===== config.mk =====
export PLATFORM = sky130hd
export DESIGN_NAME = cardinal_router_inport
export DESIGN_NICKNAME = d
export VERILOG_FILES = /design/src/rtl/cardinal_noc_pkg.sv /design/src/rtl/cardinal_route_calc.sv /design/src/rtl/cardinal_router_inport.sv
export SDC_FILE = /design/constraint.sdc
export NUM_CORES = 1
export LEC_CHECK = 0
export CAP_MARGIN = 20
export CORE_MARGIN = 4
export CORE_UTILIZATION = 25
export CTS_CLUSTER_SIZE = 40
export DETAILED_ROUTE_END_ITERATION = 8
export PLACE_DENSITY = 0.58
export REMOVE_ABC_BUFFERS = 1
export SLEW_MARGIN = 40
export SYNTH_ARGS = -nofsm -noshare
export SYNTH_HDL_FRONTEND = slang
export SYNTH_SLANG_ARGS = --single-unit

===== constraint.sdc =====
create_clock -name clk -period 3.8 [get_ports clk]
set_input_delay 0.95 -clock clk [delete_from_list [all_inputs] [get_ports clk]]
set_output_delay 0.95 -clock clk [all_outputs]
set_load 0.005 [all_outputs]

===== src/rtl/cardinal_noc_pkg.sv =====
// cardinal_noc_pkg: shared packet field positions, port indices, request encodings and VC state type
package cardinal_noc_pkg;
   localparam int DEF_DATA_W = 64;
   localparam int DEF_HOP_W  = 4;
   localparam int VC_BIT     = 63;
   localparam int XDIR_BIT   = 62;
   localparam int YDIR_BIT   = 61;
   localparam int XHOP_MSB   = 55;
   localparam int XHOP_LSB   = 52;
   localparam int YHOP_MSB   = 51;
   localparam int YHOP_LSB   = 48;
   localparam int PORT_N  = 0;
   localparam int PORT_S  = 1;
   localparam int PORT_E  = 2;
   localparam int PORT_W  = 3;
   localparam int PORT_PE = 4;
   localparam logic [4:0] REQ_N  = 5'b1 << PORT_N;
   localparam logic [4:0] REQ_S  = 5'b1 << PORT_S;
   localparam logic [4:0] REQ_E  = 5'b1 << PORT_E;
   localparam logic [4:0] REQ_W  = 5'b1 << PORT_W;
   localparam logic [4:0] REQ_PE = 5'b1 << PORT_PE;
   typedef enum logic {VC_EMPTY = 1'b0, VC_FULL = 1'b1} vc_state_t;
endpackage


===== src/rtl/cardinal_route_calc.sv =====
// cardinal_route_calc: combinational XY route decision with hop decrement
//   pkt     in   packet to route
//   req     out  one-hot output request {PE,W,E,S,N}
//   pkt_out out  packet with the travelled hop field decremented
module cardinal_route_calc
   import cardinal_noc_pkg::*;
#(
   parameter int DATA_W = DEF_DATA_W,
   parameter int HOP_W  = DEF_HOP_W
) (
   input  logic [DATA_W-1:0] pkt,
   output logic [4:0]        req,
   output logic [DATA_W-1:0] pkt_out
);
   logic [HOP_W-1:0] xh, yh;
   assign xh = pkt[XHOP_LSB +: HOP_W];
   assign yh = pkt[YHOP_LSB +: HOP_W];
   // X is resolved fully before Y; fields are only decremented when non-zero
   always_comb begin
      pkt_out = pkt;
      req     = REQ_PE;
      if (xh != '0) begin
         pkt_out[XHOP_LSB +: HOP_W] = xh - 1'b1;
         req = pkt[XDIR_BIT] ? REQ_W : REQ_E;
      end else if (yh != '0) begin
         pkt_out[YHOP_LSB +: HOP_W] = yh - 1'b1;
         req = pkt[YDIR_BIT] ? REQ_S : REQ_N;
      end
   end
endmodule


===== src/rtl/cardinal_router_inport.sv =====
// cardinal_router_inport: one router input port with a one-packet buffer per VC
//   clk, reset        clock, synchronous active-high reset
//   polarity          VC being forwarded; the other VC accepts writes
//   up_si/up_ri/up_di upstream send strobe, ready, packet
//   req/gnt/fwd_do    one-hot output request, grant, hop-updated packet
//   vc_full           buffer occupancy {odd,even}
//   stat_acc/stat_fwd accept/forward counters, present with CARDINAL_INPORT_STATS_EN
module cardinal_router_inport
   import cardinal_noc_pkg::*;
#(
   parameter int DATA_W = DEF_DATA_W,
   parameter int HOP_W  = DEF_HOP_W
) (
   input  logic              clk,
   input  logic              reset,
   input  logic              polarity,
   input  logic              up_si,
   output logic              up_ri,
   input  logic [DATA_W-1:0] up_di,
   output logic [4:0]        req,
   input  logic              gnt,
   output logic [DATA_W-1:0] fwd_do,
`ifdef CARDINAL_INPORT_STATS_EN
   output logic [1:0]        vc_full,
   output logic [31:0]       stat_acc,
   output logic [31:0]       stat_fwd
`else
   output logic [1:0]        vc_full
`endif
);
   vc_state_t [1:0]          st_q, st_d;
   logic [1:0][DATA_W-1:0]   buf_q;
   logic                     wr_vc, rd_vc, acc, fwd;
   logic [4:0]               route_req;
   logic [DATA_W-1:0]        route_pkt;
   // write and read sides always address opposite buffers, so accept and forward can coincide
   assign wr_vc   = ~polarity;
   assign rd_vc   = polarity;
   assign vc_full = {st_q[1] == VC_FULL, st_q[0] == VC_FULL};
   assign up_ri   = ~vc_full[wr_vc];
   assign acc     = up_si & up_ri;
   assign fwd     = vc_full[rd_vc] & gnt;
   always_ff @(posedge clk) begin
      if (reset) begin
         st_q  <= {VC_EMPTY, VC_EMPTY};
         buf_q <= '0;
      end else begin
         st_q <= st_d;
         if (acc) buf_q[wr_vc] <= up_di;
      end
   end
   always_comb begin
      st_d = st_q;
      if (acc) st_d[wr_vc] = VC_FULL;
      if (fwd) st_d[rd_vc] = VC_EMPTY;
   end
   cardinal_route_calc #(.DATA_W(DATA_W), .HOP_W(HOP_W)) u_route (
      .pkt     (buf_q[rd_vc]),
      .req     (route_req),
      .pkt_out (route_pkt)
   );
   assign req    = vc_full[rd_vc] ? route_req : 5'b0;
   assign fwd_do = vc_full[rd_vc] ? route_pkt : '0;
`ifdef CARDINAL_INPORT_STATS_EN
   always_ff @(posedge clk) begin
      if (reset) begin
         stat_acc <= '0;
         stat_fwd <= '0;
      end else begin
         stat_acc <= stat_acc + 32'(acc);
         stat_fwd <= stat_fwd + 32'(fwd);
      end
   end
`endif
endmodule


# Word-level counts from Yosys, hierarchy flattened
# Cells that the tools add are included.
[word_totals]
elab_cells = 45
register_bits = 130
in_bits = 69
output_inout_bits = 72
[op_classes]
bitwise_logic = 7
reduce_logical = 4
muxes = 24
add_sub_neg = 2
magnitude_cmp = 4
[ops]
columns = ["operator", "n"]
rows = [
  ["$mux W64", 4],
  ["$bwmux W128", 1],
  ["$demux W64 S1", 1],
  ["$mux W4", 4],
  ["$mux W5", 3],
  ["$reduce_bool A4 Y1", 2],
  ["$sub A4 B1 Y4 const B", 2],
  ["$mux W1", 6],
  ["$mux W2", 3],
  ["$lt A1 B2 Y1 const B", 2],
  ["$and A1 B1 Y1", 2],
  ["$and A2 B2 Y2", 1],
  ["$demux W1 S1", 2],
  ["$ge A1 B1 Y1 const B", 2],
  ["$logic_and A1 B1 Y1", 2],
  ["$not A1 Y1", 2],
  ["$not A2 Y2", 1],
  ["$or A2 B2 Y2", 1],
]

# Longest topological paths before layout
[logic_depth]
word_depth = 9
ltp_mapped = 9
ltp_nobuf = 6

# Cells and area by module
# A second synthesis with hierarchy kept.
[hier_totals]
cells_unflattened = 734
area_unflattened_um2 = 7210.7
[by_module_without_submodules]
columns = ["mod", "seq_area_each_um2", "area_per_inst_um2", "instances", "cells_per_inst"]
rows = [
  ["cardinal_router_inport", 2602.5, 6566.3, 1, 647],
  ["cardinal_route_calc", 0.0, 644.4, 1, 87],
]

# Least setup slack after synthesis
# Ideal clock, no wire load.
[synth_timing]
path_type = "input -> output"
from = "input port polarity"
to = "output port fwd_do[53]"
required_ns = 2.850
slack_ns = 0.268
path_buffers = 3
arrival_time_ns = 2.582
stages = 9
cell_sequence = "buf_6 buf_6 mux2i_1 ha_1 nor4b_4 a31o_1 buf_6 mux2_4 nor2_1"
[synth_via]
elab_chain_cells = 5
elab_cells_between_ends = 8
cone_classes = "1 x add/sub; 6 x mux; 1 x reduce/logical"
[synth_lines]
columns = ["item", "line", "text"]
rows = [
  ["start: declaration", "cardinal_router_inport.sv:16", "input logic polarity,"],
  ["$mux W64 (not written as such) (2 in a row)", "cardinal_router_inport.sv:58", ".pkt (buf_q[rd_vc]),"],
  ["$sub A4 B1 Y4 / $reduce_bool A4 Y1 (equally long branches)", "cardinal_route_calc.sv:23, cardinal_route_calc.sv:22", ""],
  ["$mux W4", "cardinal_route_calc.sv:22", "if (xh != '0) begin"],
  ["$mux W64 *", "cardinal_router_inport.sv:63", "assign fwd_do = vc_full[rd_vc] ? route_pkt : '0;"],
  ["end: declaration", "cardinal_router_inport.sv:22", "output logic [DATA_W-1:0] fwd_do,"],
]
# Every way passes the cells marked *; elsewhere a longest branch is shown, timed or not. The select of a mux whose other input is x is not followed.

# Worst setup path in the final report
[layout_timing]
from = "input port polarity"
to = "output port fwd_do[48]"
[layout_via]
elab_chain_cells = 6
elab_cells_between_ends = 10
cone_classes = "1 x add/sub; 7 x mux; 2 x reduce/logical"
[layout_lines]
columns = ["item", "line", "text"]
rows = [
  ["$mux W64 (not written as such) (2 in a row)", "cardinal_router_inport.sv:58", ""],
  ["$sub A4 B1 Y4 / $reduce_bool A4 Y1 (equally long branches)", "cardinal_route_calc.sv:26, cardinal_route_calc.sv:25", ""],
  ["$mux W4", "cardinal_route_calc.sv:25", "end else if (yh != '0) begin"],
  ["$mux W4", "cardinal_route_calc.sv:22", ""],
  ["$mux W64 *", "cardinal_router_inport.sv:63", ""],
]
# Marks and branches as above.

==> summary.md <==
| Metric | Value |
|---|---|
| Buffers added on ports | 140 |
| Grt total ovfl | 0 |
| Final Slew Violations | 0 |
| Setup violations, final | 0 |
| CP max-delay cell | clkdlybuf4s50_1 |
| Buf/Inv on CP | 3 |
| CTS Buf Count | 17 |
| Pwr Density | ~430 nW/um2 |
| CP most frequent cell | buf_4 |
| Crit end category | output port |
| DIE AREA | 25860 um2 |
| Initial antenna violation count | 0 |
| Worst-Skew Late Latency | about 0.40 ns |
| Max transition margin | between 50% and 60% |
| Sequential fraction of the synthesis area | between 40 and 50% |
| Initial Util | 25.62% |
| Via Count | roughly 5.2k |
| Worst-Margin Slew | about 0.67 ns |
| Die height | around 160 um |
| Shortest period the worst path allows | roughly 3.8 ns |
| # rows | 55 |
| CTS clk-pin slew, worst paths | 0.05 ns |
| Clk buf depth | 2 |
| I/O Pins | between 100 and 150 |
| Netlist cell types | 39 |
| Post-cts gate resize count | 6 |
| Overall routing resource usage | between 10 and 15% |
| CP max FO | 16 |
| Largest family of logic cells by synthesized area | simple AND/OR/NAND/NOR gates |
| Unrepaired setup endpoints after global routing | true |
| Critical path arrival | about 2.8 ns |
| Max Fclk | between 200 and 300 MHz |
| Post-Synth Simple-Gate Area | a little under a quarter |
| Wire per inst | ~14 um |
| Core outline area | 22780 um2 |
| Startpoint Class | input pin |
| Initial drt markers | 222 |
| YS warnings | 0 |
| Layout cells sized above 1 | 7.919% |
| CTS tree | done |
| Maximum VDD drop | ~260 uV |
| Vias in the first global route | 5027 |
| Worst setup margin | approximately 0.046 ns |
| DRC | 0 |
| Detailed Route WL | ~16 mm |
| #FFs+latches synth | 130 |
| Root Driver | clkbuf_16 |
| Async SR Flop Fraction | 0% |
| Worst path top cell family by delay | buffers and inverters |
| Mux cell area share after synthesis | a little under an eighth |
| Main synth FF type | dfxtp_1 |
| Setup bufs post-CTS | 0 |
| Final ANT Viol Nets | 0 |
| First drt pass iteration count | 4 |
| Pre-CTS setup slack | -0.03919 ns |
| Diodes inserted | 0 |
| Outcome | complete, no violations |
| Final net count | about 940 |
| Max-cap violations | 0 |
| Leak pwr | about 3 nW |
| Detailed Place HPWL | 10.45 mm |
| Worst Hold Margin | approximately 0.45 ns |
| CP Class | input pin to output port |
| Highest cell delay on the worst timing path | 0.51 ns |
| First-pass GRT wire length | roughly 27 mm |
| XOR/XNOR share of the synthesized area | 0.6002% |
| Routability cong. | between 0.7 and 0.8 |
| Vias/cell | ~4.4 |
| Final Skew | around 0.0072 ns |
| # hold bufs at CTS | 0 |
| Worst-path cell chain | buf_4, buf_4, mux2i_1, ha_1, o21ai_4, a21o_1, a21oi_1, clkdlybuf4s50_1 |
| Post-synthesis adder-cell area fraction | less than 1% |
| Mapped Avg Cell Area | about 7.8 um2 |
| Period utilisation layout | 98.79% |
| Synth Area in Compound Gates | around 14% |
| Largest net degree at the start of global routing | about 70 |
| H-tree levels | 4 |
| Synth-to-Final Area Change | 38.33% |
| Synthesized cell area | between 5000 and 6000 um2 |
| Final Hold Viols | 0 |
| Layout fillers | around 2.4k |
| Die Wd | ~160 um |
| Worst Hold Class | flip-flop to flip-flop |
| Clock tree sinks | 130 |
| EDFF count, synth | 0 |
| Post-Syn Instances | approximately 750 |
| CP required | approximately 2.9 ns |
-- layout by cell type, fill, tap and decap left out, types with 2 or more instances in the layout --
| master | n |
|---|---|
| nand3b_1 | 2 |
| nor3_1 | 4 |
| clkinvlp_4 | 4 |
| dlygate4sd2_1 | 3 |
| mux2i_2 | 2 |
| clkdlybuf4s50_1 | 135 |
| mux2i_1 | 62 |
| dfxtp_1 | 130 |
| clkbuf_16 | 17 |
| nor2_1 | 64 |
| buf_12 | 4 |
| clkbuf_1 | 2 |
| buf_4 | 20 |
| xor2_1 | 3 |
| nand2b_1 | 3 |
| a21o_1 | 2 |
| clkinv_2 | 4 |
| clkbuf_8 | 4 |
| a21oi_1 | 133 |
| nand2_1 | 257 |
-- worst reg2reg max path, stage by stage, from the launching register on --
cell and delay (ns):
dfxtp_1 0.49, nor2_1 0.11, nand2_2 0.46, buf_12 0.29, nand2_1 0.14, a21oi_1 0.14
-- routing by layer --
| metal | global-route usage, % | vias to the layer above | part of all wire [%] |
|---|---|---|---|
| li1 | - | 2692 | - |
| met1 | 16.90 | 2396 | 49 |
| met2 | 20.28 | 115 | 46 |
| met3 | 3.310 | 6 | 4.1 |
| met4 | 3.024 | 0 | 0.71 |
| met5 | 0 | - | 0 |
-- logic make-up after synthesis --
kind of cell / count (synthesis)
flops: 130
fa+ha+maj: 2
buf+inv: 59
mux: 66
compound gates: 146
simple gates: 341
xor+xnor: 4
-- synthesized netlist by cell type, types with 2 or more instances --
master,count,area share [%]
nand2_1,258,17
a21oi_1,133,11
dfxtp_1,130,45
mux2i_1,65,11
nor2_1,64,4.1
buf_2,22,1.9
buf_4,14,1.8
clkbuf_1,14,0.90
buf_6,8,1.5
nor3_1,4,0.34
nand2b_1,3,0.32
xor2_1,3,0.45
a21o_1,2,0.26
ha_1,2,0.43
nand3b_1,2,0.26
-- sequential cells by signal, indices dropped and copies added, names as in the netlist --
| register | count |
|---|---|
| buf_q | 128 |
| vc_full | 2 |
-- power by group --
| part | switching, mW | internal [mW] | total, mW |
|---|---|---|---|
| sequential | 0.0367 | 1.43 | 1.46 |
| clock | 0.598 | 0.965 | 1.56 |
| combinational | 0.233 | 0.214 | 0.447 |
-- per-stage QoR --
step           total power [mW]  cells  setup TNS [ns]  area (um2)  util, %
4_1_cts                   3.540   1197               0        8074    35.45
6_report                  3.475   1197               0        8074    35.45
5_1_grt                   3.657   1197         -0.2217        8074    35.45
2_1_floorplan             1.688    690          -54.89        5479        -
3_3_place_gp              1.943   1165        -0.02342        7500    32.93
3_5_place_dp              1.949   1165        -0.08799        7500    32.93
-- cell type report --
| cell class | instances | area, um2 | area share, % |
|---|---|---|---|
| clock buffers | 23 | 488.0 | 6.044 |
| clock inverters | 9 | 80.08 | 0.9918 |
| inverters | 1 | 3.754 | 0.04649 |
| multi-input cells | 559 | 2900 | 35.92 |
| flip-flops and latches | 130 | 2603 | 32.23 |
| well taps | 313 | 391.6 | 4.850 |
| repair buffers | 162 | 1608 | 19.91 |
-- path summary, 6_finish.rpt --
path                    from    endpoint  slack, ns  cells past startpoint
setup reg to reg  vc_full[1]  buf_q[110]       2.12                      5
hold / removal     buf_q[44]   buf_q[44]       0.45                      2
setup / recovery    polarity  fwd_do[48]       0.05                      8
hold reg to reg    buf_q[44]   buf_q[44]       0.45                      2
(Power assumes the default switching activity.)
